File: config.mk
export PLATFORM = sky130hd
export DESIGN_NAME = writeback_trace_monitor
export DESIGN_NICKNAME = d
export VERILOG_FILES = /design/src/rtl/trace_pkg.sv /design/src/rtl/trace_fifo.sv /design/src/rtl/writeback_trace_monitor.sv
export SDC_FILE = /design/constraint.sdc
export NUM_CORES = 1
export LEC_CHECK = 0
export CORE_MARGIN = 10
export CORE_UTILIZATION = 47
export CTS_CLUSTER_DIAMETER = 50
export DETAILED_ROUTE_END_ITERATION = 16
export PLACE_DENSITY_LB_ADDON = 0.08
export SLEW_MARGIN = 20
export SYNTH_ARGS = -nofsm -noshare
export SYNTH_HDL_FRONTEND = slang
export SYNTH_HIERARCHICAL = 1
export SYNTH_SLANG_ARGS = --single-unit
File: constraint.sdc
create_clock -name clk -period 15.2 [get_ports clk]
set_input_delay 3.04 -clock clk [delete_from_list [all_inputs] [get_ports clk]]
set_output_delay 3.04 -clock clk [all_outputs]
set_load 0.01 [all_outputs]
File: src/rtl/trace_pkg.sv
// trace_pkg: shared definitions for the writeback trace monitor.
//   state_t  - monitor state encoding (IDLE, RUN, HALTED)
//   ENTRY_W  - trace entry width for the default 32-bit data / 5-bit register config
//   entry_w  - entry width for any DATA_W / REG_ADDR_W
//   sat_inc  - saturating increment for counters up to 64 bits wide
package trace_pkg;

  typedef enum logic [1:0] {
    IDLE   = 2'd0,
    RUN    = 2'd1,
    HALTED = 2'd2
  } state_t;

  localparam int ENTRY_W = 2 * 32 + 5;

  function automatic int entry_w(input int data_w, input int reg_addr_w);
    return 2 * data_w + reg_addr_w;
  endfunction

  // Holds at 2^w-1 instead of wrapping; callers cast to their width.
  function automatic logic [63:0] sat_inc(input logic [63:0] v, input int unsigned w);
    logic [63:0] max;
    max = (w >= 64) ? '1 : ((64'd1 << w) - 64'd1);
    return (v >= max) ? v : v + 64'd1;
  endfunction

endpackage

File: src/rtl/trace_fifo.sv
// trace_fifo: first-word-fall-through FIFO holding trace entries.
//   clk, rst_n          clock, async active-low reset
//   clear               synchronous flush, wins over push/pop
//   push, push_data     write request; accepted when not full or when popping
//   pop                 consume head (ignored when empty)
//   head                current head entry, zero when empty
//   full, empty, level  occupancy status
module trace_fifo #(
  parameter int DEPTH   = 16,
  parameter int ENTRY_W = 69
) (
  input  logic                     clk,
  input  logic                     rst_n,
  input  logic                     clear,
  input  logic                     push,
  input  logic [ENTRY_W-1:0]       push_data,
  input  logic                     pop,
  output logic [ENTRY_W-1:0]       head,
  output logic                     full,
  output logic                     empty,
  output logic [$clog2(DEPTH):0]   level
);

  localparam int AW = $clog2(DEPTH);

  logic [ENTRY_W-1:0] mem [DEPTH];
  logic [AW:0]        wr_ptr, rd_ptr;
  logic               do_pop, do_push;

  // Extra pointer MSB distinguishes full from empty when the indices match.
  assign level   = wr_ptr - rd_ptr;
  assign empty   = (wr_ptr == rd_ptr);
  assign full    = (wr_ptr[AW] != rd_ptr[AW]) && (wr_ptr[AW-1:0] == rd_ptr[AW-1:0]);
  assign do_pop  = pop && !empty;
  // A pop frees the head slot on the same edge, so a full FIFO can still take a push.
  assign do_push = push && (!full || do_pop);
  assign head    = empty ? '0 : mem[rd_ptr[AW-1:0]];

  always_ff @(posedge clk or negedge rst_n) begin
    if (!rst_n) begin
      wr_ptr <= '0;
      rd_ptr <= '0;
    end else if (clear) begin
      wr_ptr <= '0;
      rd_ptr <= '0;
    end else begin
      if (do_push) wr_ptr <= wr_ptr + 1'b1;
      if (do_pop)  rd_ptr <= rd_ptr + 1'b1;
    end
  end

  // Storage needs no reset: contents are only visible between the pointers.
  always_ff @(posedge clk) begin
    if (do_push && !clear) mem[wr_ptr[AW-1:0]] <= push_data;
  end

endmodule

File: src/rtl/writeback_trace_monitor.sv
// writeback_trace_monitor: logs register writebacks of the pipelined core into
// a drainable trace FIFO, keeps saturating cycle/stall/retire/drop counters and
// flags end-of-program when the PC sits on a self-jump.
//   clk, rst_n                      clock, async active-low reset
//   enable, clear                   start capture / synchronous flush to IDLE
//   pc, reg_write, write_reg,
//   write_data, stall               writeback tap and hazard-unit stall
//   rd_ready / rd_valid             trace drain handshake
//   rd_pc, rd_reg, rd_data          head entry (zero when empty)
//   level, overflow                 FIFO occupancy, sticky drop flag
//   drop_count, cycle_count,
//   stall_count, retire_count       saturating counters
//   halted                          end-of-program detected
module writeback_trace_monitor
  import trace_pkg::*;
#(
  parameter int DATA_W      = 32,
  parameter int REG_ADDR_W  = 5,
  parameter int DEPTH       = 16,
  parameter int CNT_W       = 32,
  parameter int HALT_CYCLES = 8
) (
  input  logic                    clk,
  input  logic                    rst_n,
  input  logic                    enable,
  input  logic                    clear,
  input  logic [DATA_W-1:0]       pc,
  input  logic                    reg_write,
  input  logic [REG_ADDR_W-1:0]   write_reg,
  input  logic [DATA_W-1:0]       write_data,
  input  logic                    stall,
  input  logic                    rd_ready,
  output logic                    rd_valid,
  output logic [DATA_W-1:0]       rd_pc,
  output logic [REG_ADDR_W-1:0]   rd_reg,
  output logic [DATA_W-1:0]       rd_data,
  output logic [$clog2(DEPTH):0]  level,
  output logic                    overflow,
  output logic [CNT_W-1:0]        drop_count,
  output logic [CNT_W-1:0]        cycle_count,
  output logic [CNT_W-1:0]        stall_count,
  output logic [CNT_W-1:0]        retire_count,
  output logic                    halted
);

  localparam int EW = entry_w(DATA_W, REG_ADDR_W);
  localparam int SW = $clog2(HALT_CYCLES + 1);

  state_t            state, next_state;
  logic [DATA_W-1:0] prev_pc;
  logic [SW-1:0]     same_cnt, next_same;
  logic              in_run, capture, halt_hit, drop;
  logic              full, empty;
  logic [EW-1:0]     head;

  assign in_run  = (state == RUN);
  // Writes to $zero are architecturally invisible and never logged.
  assign capture = in_run && reg_write && (write_reg != '0);
  // Full implies non-empty, so a ready consumer always frees a slot this edge.
  assign drop    = capture && full && !rd_ready;

  trace_fifo #(.DEPTH(DEPTH), .ENTRY_W(EW)) u_fifo (
    .clk       (clk),
    .rst_n     (rst_n),
    .clear     (clear),
    .push      (capture),
    .push_data ({pc, write_reg, write_data}),
    .pop       (rd_ready),
    .head      (head),
    .full      (full),
    .empty     (empty),
    .level     (level)
  );

  assign rd_valid = !empty;
  assign rd_pc    = head[EW-1 -: DATA_W];
  assign rd_reg   = head[DATA_W +: REG_ADDR_W];
  assign rd_data  = head[DATA_W-1:0];
  assign halted   = (state == HALTED);

  // Stalled cycles neither advance nor break the self-jump run.
  always_comb begin
    next_same = same_cnt;
    if (pc != prev_pc)  next_same = '0;
    else if (!stall)    next_same = same_cnt + 1'b1;
  end

  assign halt_hit = in_run && (next_same == SW'(HALT_CYCLES));

  always_comb begin
    next_state = state;
    unique case (state)
      IDLE:    if (enable) next_state = RUN;
      RUN:     if (halt_hit) next_state = HALTED;
               else if (!enable) next_state = IDLE;
      HALTED:  next_state = HALTED;
      default: next_state = IDLE;
    endcase
    if (clear) next_state = IDLE;
  end

  always_ff @(posedge clk or negedge rst_n) begin
    if (!rst_n) state <= IDLE;
    else        state <= next_state;
  end

  always_ff @(posedge clk or negedge rst_n) begin
    if (!rst_n) begin
      prev_pc  <= '0;
      same_cnt <= '0;
    end else if (clear) begin
      prev_pc  <= '0;
      same_cnt <= '0;
    end else if (state == IDLE && enable) begin
      same_cnt <= '0;
    end else if (in_run) begin
      prev_pc  <= pc;
      same_cnt <= next_same;
    end
  end

  always_ff @(posedge clk or negedge rst_n) begin
    if (!rst_n) begin
      overflow     <= 1'b0;
      drop_count   <= '0;
      cycle_count  <= '0;
      stall_count  <= '0;
      retire_count <= '0;
    end else if (clear) begin
      overflow     <= 1'b0;
      drop_count   <= '0;
      cycle_count  <= '0;
      stall_count  <= '0;
      retire_count <= '0;
    end else if (in_run) begin
      cycle_count <= CNT_W'(sat_inc(64'(cycle_count), CNT_W));
      if (stall)   stall_count  <= CNT_W'(sat_inc(64'(stall_count), CNT_W));
      if (capture) retire_count <= CNT_W'(sat_inc(64'(retire_count), CNT_W));
      if (drop) begin
        overflow   <= 1'b1;
        drop_count <= CNT_W'(sat_inc(64'(drop_count), CNT_W));
      end
    end
  end

endmodule

Word-level counts from Yosys, hierarchy flattened
Memories as Yosys holds them, arrays and structs flattened.
Cells that the tools add are included.
W data, S select, Z words.

operators by class
  multiplexer cells = 38
  eq/ne operators = 14
  $lt $le $gt $ge = 4
  add/subtract/negate cells = 8
  reduce and logical (&&, ||, !) cells = 31

operators with widths
  kind                     count
  $mux W32                 18
  $add A32 B1 Y32 const B  4
  $ge A32 B32 Y1 const B   4
  $mux W69                 1
  $ne A32 B32 Y1           1
  $mux W4                  5
  $mux W5                  4
  $reduce_bool A2 Y1       6
  $add A5 B1 Y5 const B    2
  $logic_and A1 B1 Y1      10
  $ne A2 B2 Y1 const B     5
  $reduce_and A3 Y1        3
  $mux W2                  4
  $reduce_and A2 Y1        4
  $pmux W2 S3              1
  $eq A5 B5 Y1             1
  $mux W1                  5
  $reduce_bool A5 Y1       1
  $sub A5 B5 Y5            1
  $add A4 B1 Y4 const B    1
  $eq A4 B4 Y1             1
  $eq A4 B4 Y1 const B     1
  $logic_not A1 Y1         4
  $ne A4 B3 Y1 const B     1
  7 further kinds          7

storage, ports and cells
  memories = 1
  flip-flop bits (word level) = 177
  bits in writable memories = 1104
  input port bits = 76
  word-level logic and storage cells = 106

memory list
  name        words  bits a word  read ports  clocked after Yosys merged registers in  write ports  line              RTL
  u_fifo.mem  16     69           1           0                                        1            trace_fifo.sv:26  logic [ENTRY_W-1:0] mem [DEPTH];

Depth between registers and ports, before layout
Gate-level depths: netlist of the first run.

  depth in word-level cells = 8
  depth in mapped cells = 14

By module
The synthesis of the first run kept the hierarchy.

by module, submodules not included
  module                   area each (um2)  cells each  times used  sequential area each (um2)
  trace_fifo               42731.0          1928        1           33402.0
  writeback_trace_monitor  8793.4           969         1           4179.0

Worst setup path before layout of the first run
OpenSTA, ideal clock, no wires.

  path type = input-to-reg
  start = input port write_reg[3]
  end = memory u_fifo.mem[0][0] (enable)
  data arrival time = 10.229 ns
  setup time = 0.666 ns
  cell stages on the path = 6
  setup slack = 4.305 ns
  required time = 14.534 ns
  buffers on the path = 1
  cell sequence = or4_1 -> o211ai_1 -> inv_2 -> o31ai_2 -> buf_2 -> nor4_1

between the ends
  cells in the longest elaborated chain, start to end = 6

ends and longest elaborated chain
  what                           line                           RTL
  start: declaration             writeback_trace_monitor.sv:29  input logic [REG_ADDR_W-1:0] write_reg,
  $reduce_bool A5 Y1             writeback_trace_monitor.sv:58  assign capture = in_run && reg_write && (write_reg != '0);
  $logic_and A1 B1 Y1            writeback_trace_monitor.sv:58
  net capture                    writeback_trace_monitor.sv:52  logic in_run, capture, halt_hit, drop;
  $logic_and A1 B1 Y1            trace_fifo.sv:36               assign do_push = push && (!full || do_pop);
  $logic_and A1 B1 Y1            trace_fifo.sv:54               if (do_push && !clear) mem[wr_ptr[AW-1:0]] <= push_data;
  $mux W1                        trace_fifo.sv:54
  $mux W1 (implied by the code)  trace_fifo.sv:54
  end: declaration               trace_fifo.sv:26

The timed path passes the listed nets, and every way through them passes these cells.

Final worst setup path of the first run
  start = register u_fifo.rd_ptr[1]
  end = output port rd_pc[8]

between the ends
  cells in the longest elaborated chain, start to end = 2

ends and longest elaborated chain
  what                      line                           RTL
  start: declaration        trace_fifo.sv:27               logic [AW:0] wr_ptr, rd_ptr;
  start signal: assignment  trace_fifo.sv:48               if (do_pop) rd_ptr <= rd_ptr + 1'b1;
  $eq A5 B5 Y1              trace_fifo.sv:32               assign empty = (wr_ptr == rd_ptr);
  net empty                 writeback_trace_monitor.sv:53  logic full, empty;
  $mux W69                  trace_fifo.sv:37               assign head = empty ? '0 : mem[rd_ptr[AW-1:0]];
  end: declaration          writeback_trace_monitor.sv:34  output logic [DATA_W-1:0] rd_pc,

The timed path passes the listed nets, and every way through them passes these cells.

==> flow_summary.ini, run 1 <==
[critical_path]
required_ns = 12.16
timing.rr.start = u_fifo/rd_ptr[1]$_DFFE_PN0P_
cp-start-kind = register
arrival_ns = 6.22
cp-end-kind = output pin
worstPathMaxFanout = 53
path_class = register to output pin
startpoint = u_fifo/rd_ptr[1]$_DFFE_PN0P_

[drt]
wl_met1_um = 52520
routed_wl_um = 124900
drc = 0
vias = 27646
avgViaCountPerCell = 5.778
drt_iter0_markers = 2038
wl_per_cell_um = 26.11
met3_length_um = 8526
dr.pass1.iters = 5
top_layer = met5
drtAntennaViolNets = 0
wl_met2_um = 61040

[final_layout]
nets = 3339
regArea_um2 = 37590
areaGrowthSynthToFinish_pct = 17.93
drive_above_1_share = 0.1776
multi_input_area_um2 = 13250
fillers = 8365

[floorplan]
core_region_area_um2 = 108900
die_w_um = 351.1
row_count = 121
fp.dieH_um = 351.1
start_util = 0.4733
ioPinCount = 281
dieArea_um2 = 123300

[power]
irDropWorstVdd_mv = 0.07849
p_per_area_nw_per_um2 = 128.1
power_uw = 7783
p_leak_uw = 0.01983

[hold_path]
hp-class = register to register
hp-start = same_cnt[3]$_DFFE_PN0P_

[sta]
skew_ns = 0.02611
slew_violations = 0
finalSetupViolations = 0
finalCritPeriodShare = 0.6090
fin_crit_ns = 9.257
setup_tns_ns = 0
final_hold_viol_count = 0
rsz0062_at_grt = false
tightest_slew_ns = 1.073
slew-limit-headroom = 0.2847
max_freq_mhz = 108.0

[placement]
io_buffer_count = 280
dp_hpwl_um = 70870
place_congestion = 0.8122

[clocking]
cts_tree = yes
clk_path_buf_depth = 3
cts.htree.levels = 4
clk-insertion-delay-late_ns = 0.74
numCtsBuffers = 148
hold_buffers = 0
clk_pin_slew_worst_paths_ns = 0.06
cts_resized = 0
clockRootBuffer = clkbuf_16
numClockSinks = 1281
post_cts_buffers = 0

[synthesis]
synthCells = 2897
netlist_top_cells_area = edfxtp_1, mux4_2, dfrtp_1
ys_warn_count = 6
synth_flop_cell = edfxtp_1
seq_area_frac_synth = 0.7294
netlist.area_leader.share = 0.6434
synth.avg_cell_area_um2 = 17.79
synth_fp_nets = 2988
yosys_register_bits = 1281
yosys.cell_count.top_type = edfxtp_1
syn_area_um2 = 51520
synth_cell_types = 68
async_flop_share = 0.1382
yosys.area.top_type = edfxtp_1
synth-edff-count = 1104
ys_top_cells_by_count = edfxtp_1, nand2_1, mux4_2, dfrtp_1, nor2_1

[run]
max-cap-violations = 0

[global_route]
grt_overflow = 0
grt_pass1_wl_um = 188600
grt_start_max_net_pins = 161
grtUsageTotal = 0.2051
antenna_found_initial = 15
grt_pass1_vias = 29000

[outcome]
status = finished clean
through the flow:
| step | utilization | area [um^2] | cells | setup slack, ns | hold slack [ns] |
|---|---|---|---|---|---|
| 2_1_floorplan | - | 51520 | 2897 | 4.305 | 0.4684 |
| 3_3_place_gp | 0.5142 | 55970 | 4510 | 6.767 | 0.4874 |
| 3_5_place_dp | 0.5142 | 55970 | 4510 | 6.726 | 0.4946 |
| 4_1_cts | 0.5579 | 60730 | 4779 | 5.874 | 0.5215 |
| 5_1_grt | 0.5582 | 60760 | 4782 | 5.608 | 0.5538 |
| 6_report | 0.5582 | 60760 | 4785 | 5.943 | 0.5112 |
final timing paths:
path / endpoint / slack (ns) / cells past startpoint
hold reg to reg: same_cnt[3]$_DFFE_PN0P_ / 0.51 / 2
setup / recovery: rd_pc[8] / 5.94 / 8
setup reg to reg: drop_count[22]$_DFFE_PN0P_ / 9.75 / 10
min in group asynchronous: retire_count[24]$_DFFE_PN0P_ / 2.34 / 1
hold / removal: same_cnt[3]$_DFFE_PN0P_ / 0.51 / 2
max in group asynchronous: cycle_count[0]$_DFFE_PN0P_ / 11.60 / 2
worst max-delay path, cell delays in order (launching register included):
cell	delay (ns)
dfrtp_4	0.98
clkinv_2	0.87
ha_1	0.63
nand4_4	0.19
nor2_2	0.10
nor3_4	0.82
buf_4	0.74
a221o_1	0.33
clkdlybuf4s50_1	0.63
report_power, final:
group	leakage [uW]	internal [uW]	switching, uW
registers	0.0124	3830	15.2
logic	0.00515	239	271
clock network	0.00230	2030	1400
layout by cell type, fill, tap and decap left out, types with 10 or more instances in the layout:
cell type and n:
mux4_2 276, ha_1 14, a21oi_1 73, xnor2_1 61
buf_4 56, nand2_1 330, nor2b_1 55, clkbuf_1 31
edfxtp_1 1104, clkinv_2 16, nand4_1 50, clkbuf_16 155
nand3_1 63, and3_1 19, nor2_1 128, clkinv_1 27
nor3_2 13, dfrtp_1 174, clkdlybuf4s50_1 278, a221o_1 69
and4_1 10, and2b_1 16, o21ai_0 33, xor2_1 71
inv_1 22, nor3_1 24, or3_1 35
flip-flops by register name (all words and copies together) (netlist names):
register and flops:
u_fifo/rd_ptr 5, state 2, retire_count 32, prev_pc 32, stall_count 32, u_fifo/mem 1104, overflow 1, cycle_count 32
u_fifo/wr_ptr 5, same_cnt 4, drop_count 32
cell type report:
class / count / area share
antenna: 4 / 0.0001647
clock buffer: 193 / 0.06733
clock inverter: 76 / 0.01089
inverter: 24 / 0.001503
multi-input combinational: 1452 / 0.2180
sequential: 1281 / 0.6187
tap: 1414 / 0.02912
timing repair buffer: 341 / 0.05430
metal layers:
metal / track usage / up-vias
met4: 0.05651 / 24
met5: 0 / -
li1: - / 12130
met1: 0.2725 / 14538
met3: 0.05473 / 189
met2: 0.3334 / 765
kinds of logic after synthesis:
family / share of synthesized area
AOI/OAI and AO/OA: 0.02829
muxes: 0.1218
adders and majority gates: 0.003788
buffers and inverters: 0.01576
xor gates and xnor gates: 0.02275
and+or+nand+nor: 0.07822
DFF: 0.7294
Note: power is estimated with default switching activity, not from simulation.
==> run 2: changes to the inputs <==
- clock period: 15.2 -> 8.6 ns (I/O delays scaled with it)
==> run 2 against run 1 <==
- wire length rose by 0.54%
- utilization is 0.21 points higher
- largest cell class unchanged
- power is 79% higher
- sequential power increased by 77%
- sequential share of layout area shrank 0.23 points
- die area is the same
- first-iteration DRC count grew 0.49%
- register-to-register slack worse by 5.6 ns
- clock skew is 0.0051 ns lower
- flip-flop and latch count did not move
==> flow_summary.ini, run 2 (synthesis gave the netlist of run 1 again) <==
[outcome]
status = finished clean

[clocking]
cts_tree = yes
cts_resized = 0
cts.htree.levels = 4
numCtsBuffers = 146
clk-insertion-delay-late_ns = 0.74
clockRootBuffer = clkbuf_16
hold_buffers = 0
clk_pin_slew_worst_paths_ns = 0.05
numClockSinks = 1281
post_cts_buffers = 0
clk_path_buf_depth = 3

[critical_path]
worstPathMaxFanout = 68
r2r_end = drop_count[22]$_DFFE_PN0P_
arrival_ns = 5.06
rrSetupSlack_ns = 4.19
rr_worst_depth = 10
path_class = register to output pin
critPathMostFrequentCell = nand2_1
required_ns = 6.88
path_cells = buf_12 -> buf_16 -> buf_4 -> mux4_2 -> nand2_1 -> nand2_1 -> a221o_1 -> clkdlybuf4s50_1
cp-start-kind = register
cp_slowest_stage_delay_ns = 0.87
cp-end-kind = output pin
timing.rr.start = u_fifo/rd_ptr[1]$_DFFE_PN0P_
slowest_stage = dfrtp_4

[final_layout]
final_cell_count_no_fill = 4790
areaGrowthSynthToFinish_pct = 18.38
drive_above_1_share = 0.1835
largest_register_ffs = 1104
fillers = 8365
mostFrequentLayoutCell = edfxtp_1
nets = 3346
layout_common_cells = edfxtp_1, nand2_1, clkdlybuf4s50_1, mux4_2, dfrtp_1
finalInstanceArea_um2 = 61000

[drt]
drtAntennaViolNets = 0
drt_iter0_markers = 2048
vias = 27914
dr.pass1.iters = 5
routed_wl_um = 125600
wl_per_cell_um = 26.22
avgViaCountPerCell = 5.828
drc = 0

[power]
clkPwrFrac = 0.447
irDropWorstVdd_mv = 0.1358
comb_power_share = 0.065
p_switching_uw = 2999
p_sw_frac = 0.2151
p_per_area_nw_per_um2 = 228.5
power_uw = 13940
p_leak_uw = 0.01998
seqPwrFrac = 0.488
p_int_uw = 10940

[global_route]
grt_overflow = 0
grt_pass1_vias = 29712
grt_pass1_wl_um = 189800
grt_start_max_net_pins = 122
antenna_found_initial = 16
grtUsageTotal = 0.2048

[sta]
fin_crit_ns = 6.777
final_hold_viol_count = 0
tightest_slew_ns = 1.138
slew_violations = 0
finalCritPeriodShare = 0.7880
slew-limit-headroom = 0.2416
finalSetupViolations = 0
setup_ws_ns = 1.823
skew_ns = 0.02102
max_freq_mhz = 147.6
rsz0062_at_grt = false

[floorplan]
row_count = 121
core_region_area_um2 = 108900
die_w_um = 351.1
fp.dieH_um = 351.1
ioPinCount = 281
dieArea_um2 = 123300
start_util = 0.4733

[run]
max-cap-violations = 0

[placement]
place_congestion = 0.8200
dp.cells = 4519
dpl-instance-area_um2 = 56040
io_buffer_count = 280
dp_slack_ns = 2.369
dp_hpwl_um = 72430

[hold_path]
hp-class = register to register
min_to = overflow$_DFFE_PN0P_
hp-start = overflow$_DFFE_PN0P_
min_path_cells = 2
==> run 2: through the flow <==
step / setup TNS [ns] / hold WS (ns) / utilization
after global placement: 0 / 0.4920 / 0.5147
after CTS: 0 / 0.5304 / 0.5598
final: 0 / 0.5257 / 0.5604
after global routing: 0 / 0.5496 / 0.5603
after floorplan: -269.10 / 0.4684 / -
after detailed placement: 0 / 0.5069 / 0.5148
==> run 2: how the worst max path moves through the flow <==
stage                                  from                          to  slack, ns  depth (start not counted)
2_1_floorplan                  write_reg[3]  u_fifo/mem[0][0]$_DFFE_PP_      -0.97                          6
3_3_place_gp   u_fifo/rd_ptr[0]$_DFFE_PN0P_                  rd_data[4]       2.36                          7
3_5_place_dp   u_fifo/rd_ptr[0]$_DFFE_PN0P_                  rd_data[2]       2.37                          7
4_1_cts        u_fifo/rd_ptr[0]$_DFFE_PN0P_                  rd_data[4]       1.54                          7
5_1_grt        u_fifo/rd_ptr[0]$_DFFE_PN0P_                   rd_pc[10]       1.39                          8
6_report       u_fifo/rd_ptr[0]$_DFFE_PN0P_                   rd_pc[10]       1.82                          8
==> run 2: worst max-delay path, delay by kind of cell (launching register included) <==
| kind | cells | cell delay, ns |
|---|---|---|
| buf+inv | 4 | 2.14 |
| flops | 1 | 0.87 |
| mux | 1 | 0.59 |
| compound gates | 1 | 0.31 |
| simple gates | 2 | 0.19 |
==> run 2: power by group through the flow <==
stage	registers (uW)	clock network (uW)	logic [uW]
floorplan	6910	0	560
global placement	6930	0	917
detailed placement	6930	0	928
CTS	6800	6380	931
global route	6800	6620	986
finish	6800	6230	910
==> run 2: per-layer routing <==
layer,global-route usage,routed length [um],up-vias
li1,-,-,12136
met1,0.2728,52890,14842
met2,0.3364,61750,725
met3,0.05489,8697,183
met4,0.04678,2050,28
met5,0.002354,224,-
==> run 2: final cells by class <==
type | instances | area [um^2] | area share
clock buffers | 174 | 3936 | 0.06453
inverters | 24 | 91.34 | 0.001497
flip-flops and latches | 1281 | 37590 | 0.6163
well taps | 1414 | 1769 | 0.02901
multi-input cells | 1452 | 13250 | 0.2172
diodes | 2 | 5.005 | 0.00008205
clock inverters | 93 | 958.4 | 0.01571
repair buffers | 350 | 3395 | 0.05565
